## config.mk

```make
export PLATFORM = sky130hd
export DESIGN_NAME = spi_word_ctrl
export DESIGN_NICKNAME = d
export VERILOG_FILES = /design/src/rtl/spi_ctrl_pkg.sv /design/src/rtl/spi_word_sreg.sv /design/src/rtl/spi_word_ctrl.sv
export SDC_FILE = /design/constraint.sdc
export NUM_CORES = 1
export LEC_CHECK = 0
export ABC_AREA = 1
export CORE_MARGIN = 2
export CORE_UTILIZATION = 41
export CTS_BUF_LIST = sky130_fd_sc_hd__clkbuf_4
export CTS_CLUSTER_DIAMETER = 60
export DETAILED_ROUTE_END_ITERATION = 8
export GPL_TIMING_DRIVEN = 0
export PLACE_DENSITY_LB_ADDON = 0.1
export SLEW_MARGIN = 20
export SYNTH_ARGS = -nofsm -noshare
export SYNTH_HDL_FRONTEND = slang
export SYNTH_SLANG_ARGS = --single-unit
```

## constraint.sdc

```tcl
create_clock -name clk -period 3.3 [get_ports clk]
set_input_delay 0.66 -clock clk [delete_from_list [all_inputs] [get_ports clk]]
set_output_delay 0.66 -clock clk [all_outputs]
set_load 0.01 [all_outputs]
```

## src/rtl/spi_ctrl_pkg.sv

```systemverilog
// Shared encodings and defaults for the SPI word sequencer.
// Holds the FSM state type, default frame width/idle word and the bit-counter width helper.
package spi_ctrl_pkg;

    localparam int          DEF_DATA_W    = 32;
    localparam logic [31:0] DEF_IDLE_WORD = 32'h0000_0000;

    // Counter must be able to hold DATA_W itself, hence the extra bit.
    function automatic int cnt_width(input int data_w);
        return $clog2(data_w) + 1;
    endfunction

    localparam int DEF_CNT_W = cnt_width(DEF_DATA_W);

    typedef enum logic [1:0] {
        ST_IDLE    = 2'd0,
        ST_SHIFT   = 2'd1,
        ST_DONE    = 2'd2,
        ST_WAIT_HI = 2'd3
    } state_t;

endpackage

```

## src/rtl/spi_word_sreg.sv

```systemverilog
// Paired TX/RX shift registers: parallel load of TX, MSB-first shift out, serial shift in of RX.
// Latency: load/shift take effect on the next edge; no backpressure, steps only when told to.
module spi_word_sreg #(
    parameter int DATA_W = 32
) (
    input  logic              clk,
    input  logic              reset_n,
    input  logic              load,
    input  logic [DATA_W-1:0] load_word,
    input  logic              shift,
    input  logic              mosi_bit,
    output logic              tx_msb,
    output logic [DATA_W-1:0] rx_word
);

    logic [DATA_W-1:0] tx_sr;
    logic [DATA_W-1:0] rx_sr;

    always_ff @(posedge clk) begin
        if (!reset_n) begin
            tx_sr <= '0;
            rx_sr <= '0;
        end else if (load) begin
            tx_sr <= load_word;
            rx_sr <= '0;
        end else if (shift) begin
            tx_sr <= {tx_sr[DATA_W-2:0], 1'b0};
            rx_sr <= {rx_sr[DATA_W-2:0], mosi_bit};
        end
    end

    assign tx_msb  = tx_sr[DATA_W-1];
    assign rx_word = rx_sr;

endmodule

```

## src/rtl/spi_word_ctrl.sv

```systemverilog
// Frames spi_slave bit shifts into words; rx_valid rises 2 cycles after transaction_done.
// One-entry TX/RX buffers, full RX drops new word (overrun); sticky flags only with SPI_WORD_CTRL_ERR_EN.
module spi_word_ctrl
    import spi_ctrl_pkg::*;
#(
    parameter int                DATA_W    = DEF_DATA_W,
    parameter logic [DATA_W-1:0] IDLE_WORD = DEF_IDLE_WORD
) (
    input  logic              clk,
    input  logic              reset_n,
    input  logic              ss,
    input  logic              shift_en,
    input  logic              transaction_done,
    input  logic              mosi_bit,
    output logic              miso_bit,
    input  logic [DATA_W-1:0] tx_data,
    input  logic              tx_valid,
    output logic              tx_ready,
    output logic [DATA_W-1:0] rx_data,
    output logic              rx_valid,
    input  logic              rx_ready,
    output logic              busy,
    output logic              overrun,
    output logic              underrun,
    output logic              frame_err,
    input  logic              clr_err
);

    localparam int             CW       = cnt_width(DATA_W);
    localparam logic [CW-1:0]  FULL_CNT = CW'(DATA_W);

    state_t            state, state_nxt;
    logic [CW-1:0]     bit_cnt;
    logic [DATA_W-1:0] tx_buf;
    logic              tx_full;
    logic [DATA_W-1:0] rx_word;

    logic frame_start, do_shift, abort, done_chk;
    logic cnt_ok, rx_load, ovr_evt, ferr_evt, urun_evt;

    always_ff @(posedge clk) begin
        if (!reset_n) state <= ST_IDLE;
        else          state <= state_nxt;
    end

    always_comb begin
        state_nxt   = state;
        frame_start = 1'b0;
        do_shift    = 1'b0;
        abort       = 1'b0;
        done_chk    = 1'b0;
        case (state)
            ST_IDLE: begin
                if (!ss) begin
                    frame_start = 1'b1;
                    state_nxt   = ST_SHIFT;
                end
            end
            ST_SHIFT: begin
                // A shift coincident with done still counts before the length check.
                do_shift = shift_en;
                if (transaction_done) begin
                    state_nxt = ST_DONE;
                end else if (ss) begin
                    abort     = 1'b1;
                    state_nxt = ST_IDLE;
                end
            end
            ST_DONE: begin
                done_chk  = 1'b1;
                state_nxt = ss ? ST_IDLE : ST_WAIT_HI;
            end
            ST_WAIT_HI: begin
                if (ss) state_nxt = ST_IDLE;
            end
            default: state_nxt = ST_IDLE;
        endcase
    end

    assign cnt_ok   = (bit_cnt == FULL_CNT);
    assign rx_load  = done_chk && cnt_ok && (!rx_valid || rx_ready);
    assign ovr_evt  = done_chk && cnt_ok && rx_valid && !rx_ready;
    assign ferr_evt = abort || (done_chk && !cnt_ok);
    assign urun_evt = frame_start && !tx_full;

    always_ff @(posedge clk) begin
        if (!reset_n) begin
            tx_buf   <= '0;
            tx_full  <= 1'b0;
            bit_cnt  <= '0;
            rx_data  <= '0;
            rx_valid <= 1'b0;
        end else begin
            // A word accepted on the frame-start edge waits for the next frame.
            if (frame_start && tx_full) begin
                tx_full <= 1'b0;
            end else if (tx_valid && !tx_full) begin
                tx_full <= 1'b1;
                tx_buf  <= tx_data;
            end

            if (frame_start)             bit_cnt <= '0;
            else if (do_shift && !cnt_ok) bit_cnt <= bit_cnt + CW'(1);

            if (rx_load) begin
                rx_data  <= rx_word;
                rx_valid <= 1'b1;
            end else if (rx_ready) begin
                rx_valid <= 1'b0;
            end
        end
    end

    spi_word_sreg #(.DATA_W(DATA_W)) u_sreg (
        .clk       (clk),
        .reset_n   (reset_n),
        .load      (frame_start),
        .load_word (tx_full ? tx_buf : IDLE_WORD),
        .shift     (do_shift),
        .mosi_bit  (mosi_bit),
        .tx_msb    (miso_bit),
        .rx_word   (rx_word)
    );

    assign tx_ready = !tx_full;
    assign busy     = (state != ST_IDLE);

`ifdef SPI_WORD_CTRL_ERR_EN
    logic ovr_q, urun_q, ferr_q;

    // New events take priority over a simultaneous clear.
    always_ff @(posedge clk) begin
        if (!reset_n) begin
            ovr_q  <= 1'b0;
            urun_q <= 1'b0;
            ferr_q <= 1'b0;
        end else begin
            ovr_q  <= ovr_evt  || (ovr_q  && !clr_err);
            urun_q <= urun_evt || (urun_q && !clr_err);
            ferr_q <= ferr_evt || (ferr_q && !clr_err);
        end
    end

    assign overrun   = ovr_q;
    assign underrun  = urun_q;
    assign frame_err = ferr_q;
`else
    logic unused_err;
    assign unused_err = ^{clr_err, ovr_evt, urun_evt, ferr_evt};

    assign overrun   = 1'b0;
    assign underrun  = 1'b0;
    assign frame_err = 1'b0;
`endif

endmodule

```

==> reports/metrics.csv, run 1 <==
stage;metric;value;unit
floorplanning;dieArea;0.0147;mm2
logic_synthesis;synth_warnings;0;
clocking;clkSinkCount;138;
route;post_drt_wl_per_cell;11.9;um
critical_path;arrival;1630;ps
worst_hold_path;worstHoldStart;tx_buf[23]$_SDFFE_PN0P_;
clocking;ctsResizeCount;0;
floorplanning;core;0.0133;mm2
floorplanning;initial_utilization;42.3;%
global_route;antenna_found_initial;0;
critical_path;end_kind;primary output;
clocking;clkLatencyLatePin;540;ps
pwr;powerDensity;465;mW/mm2
clocking;cts_setup_buffers;0;
route;drc;0;
route;drtAntennaViolNets;0;
route;routed_wl;12700;um
global_route;grt_pass1_vias;4771;
timing;final_max_slew_viol_count;0;
placement;io_buffer_count;74;
cells_and_area;area_growth;22.1;%
placement;hpwl;9010;um
global_route;globalRouteOverflowTotal;0;
cells_and_area;diodes;0;
logic_synthesis;synth.distinct_cells;24;
cells_and_area;drive_gt1_share;7.09;%
logic_synthesis;yosys-top-cells-area;dfxtp_1 49%, o21ai_0 11%, nand2_1 7.6%;
logic_synthesis;yosysSeqAreaShare;48.9;%
route;dr_total_vias;5121;
timing;fin_setup_tns;0;ps
logic_synthesis;syn_area;0.00565;mm2
pwr;peakVddDrop;194;uV
global_route;grt_pass1_wl;21500;um
worst_hold_path;hp-class;reg2reg;
global_route;grt_usage;18.2;%
critical_path;r2r-start;state[1]$_SDFFE_PN0P_;
placement;gp_congestion;0.824;
cells_and_area;final_nets;918;
critical_path;required;2640;ps
logic_synthesis;synthFlopType;dfxtp_1;
clocking;cts-root-buf;clkbuf_4;
clocking;clk_path_buf_depth;2;
logic_synthesis;yosys.area.top_type;dfxtp_1;
route;drt_iter0_drc;256;
clocking;clk_pin_slew_worst_paths;110;ps
cells_and_area;fillers;1363;
timing;fin_skew;13.1;ps
timing;max_freq;436;MHz
logic_synthesis;ys_seq_elements;138;
cells_and_area;fin_util;51.7;%
critical_path;critPathKind;reg2out;
global_route;grt_max_degree;17;
pwr;power.leakage;2.74;nW
job;drv_cap;0;
timing;final.min_clock_period;2290;ps
logic_synthesis;synth_top_area_share;48.9;%
timing;finalSetupViolations;0;
logic_synthesis;synth_most_common_cell;dfxtp_1;
clocking;cts_tree;done;
timing;finalCritPeriodShare;69.4;%
logic_synthesis;async_flop_share;0;%
logic_synthesis;avgSynthCellArea;7.24;um2
floorplanning;die_x;121;um
timing;finalHoldViolCount;0;
floorplanning;die_h;121;um
floorplanning;rows;42;
clocking;cts.htree.levels;4;
floorplanning;ios;80;
critical_path;cp-startpoint;state[0]$_SDFFE_PN0P_;
critical_path;path_max_fanout;4;
logic_synthesis;synthTopCellsByCount;138 x dfxtp_1, 123 x o21ai_0, 114 x nand2_1;
clocking;ctsHoldBuffers;0;
clocking;cts_buffers;17;
route;firstDrtPassIters;5;
logic_synthesis;synth-edff-count;0;
logic_synthesis;synth_cells;780;
timing;rsz0062_at_grt;no;
route;viasPerCell;4.81;
critical_path;start_kind;flip-flop;
outcome;status;finished clean;
==> routing by layer <==
metal	routed length (um)	global-route usage, %	vias to the layer above
li1	-	-	2680
met2	5800	29.7	129
met5	0	0	-
met1	5990	23.4	2293
met4	184	7.11	0
met3	683	4.32	19
==> area by class of cell <==
| type | count | area, um2 | area share (%) |
|---|---|---|---|
| Clock buffer | 20 | 150 | 2.18 |
| Multi-Input combinational cell | 475 | 2200 | 31.9 |
| Tap cell | 176 | 220 | 3.19 |
| Clock inverter | 12 | 130 | 1.89 |
| Buffer | 55 | 264 | 3.83 |
| Sequential cell | 138 | 2760 | 40.1 |
| Timing Repair Buffer | 74 | 741 | 10.7 |
| Inverter | 114 | 428 | 6.21 |
==> path summary, 6_finish.rpt <==
kind | end | slack (ps) | depth (start not counted)
hold / removal | u_sreg.tx_sr[23]$_SDFFE_PN0P_ | 470 | 2
setup reg to reg | u_sreg.rx_word[11]$_SDFFE_PP0P_ | 1690 | 5
setup / recovery | busy | 1010 | 3
hold reg to reg | u_sreg.tx_sr[23]$_SDFFE_PN0P_ | 470 | 2
==> placed cells by master (no fill, tap or decap), types with 3 or more instances in the layout <==
cell type / instances
nand2_1: 114
buf_4: 3
clkinv_1: 4
clkdlybuf4s50_1: 74
clkbuf_1: 28
bufinv_16: 3
clkinv_2: 5
inv_1: 112
dfxtp_1: 138
o21ai_0: 123
nor2_1: 103
nand3_1: 10
buf_2: 18
clkbuf_4: 20
conb_1: 3
o21ai_1: 5
nand4_1: 35
buf_6: 3
a21oi_1: 71
==> state kept, by name, summed over array words and instances, names as in the netlist <==
name / flops
rx_data: 32
tx_buf: 32
u_sreg.rx_word: 32
u_sreg.tx_sr: 32
bit_cnt: 6
state: 2
rx_valid: 1
tx_full: 1
==> cell families (layout without fill, tap and decap cells) <==
logic type      after synthesis  count (layout)  synth area share [%]
flops                       138             138                  48.9
fa+ha+maj                     2               2                 0.443
xor+xnor                      1               1                 0.155
compound gates              199             199                  17.6
other cells                   1               3                0.0664
buf+inv                     169             275                  12.3
simple gates                270             270                  20.5
==> stage by stage <==
step | hold slack, ps | total power [mW] | std cells | cell area [um2] | setup WS, ps
after floorplan | 429 | 2.02 | 782 | 5650 | 1830
after CTS | 468 | 3.25 | 1064 | 6900 | 956
after global routing | 480 | 3.38 | 1064 | 6900 | 899
after detailed placement | 453 | 2.14 | 1032 | 6620 | 1030
after global placement | 448 | 2.13 | 1032 | 6620 | 1020
final | 469 | 3.21 | 1064 | 6900 | 1010
==> power by group <==
group	switching (mW)	internal, mW
logic	0.186	0.129
registers	0.0380	1.75
clock network	0.576	0.534
==> worst max-delay path, cell delays in order (launching register included) <==
cell and delay (ps):
dfxtp_1 420, nor2_1 90, inv_1 60, clkdlybuf4s50_1 520
Note: power is estimated with default switching activity, not from simulation.
==> run 2: changes to the inputs <==
clock period = 2.2 ns   (was 3.3 ns; I/O delays follow)
==> results of run 2 <==
The final DEF is identical to that of run 1. Status: finished clean.
Among the figures that moved: setup slack after placement 1030 ps -> 153 ps; setup slack after layout 1010 ps -> 129 ps; hold slack 469 ps -> 288 ps; register-to-register setup slack 1690 ps -> 590 ps; end point of the worst hold path u_sreg.tx_sr[23]$_SDFFE_PN0P_ -> bit_cnt[4]$_SDFFE_PP0P_; total power 3.21 mW -> 4.81 mW; worst IR drop on VDD 194 uV -> 291 uV
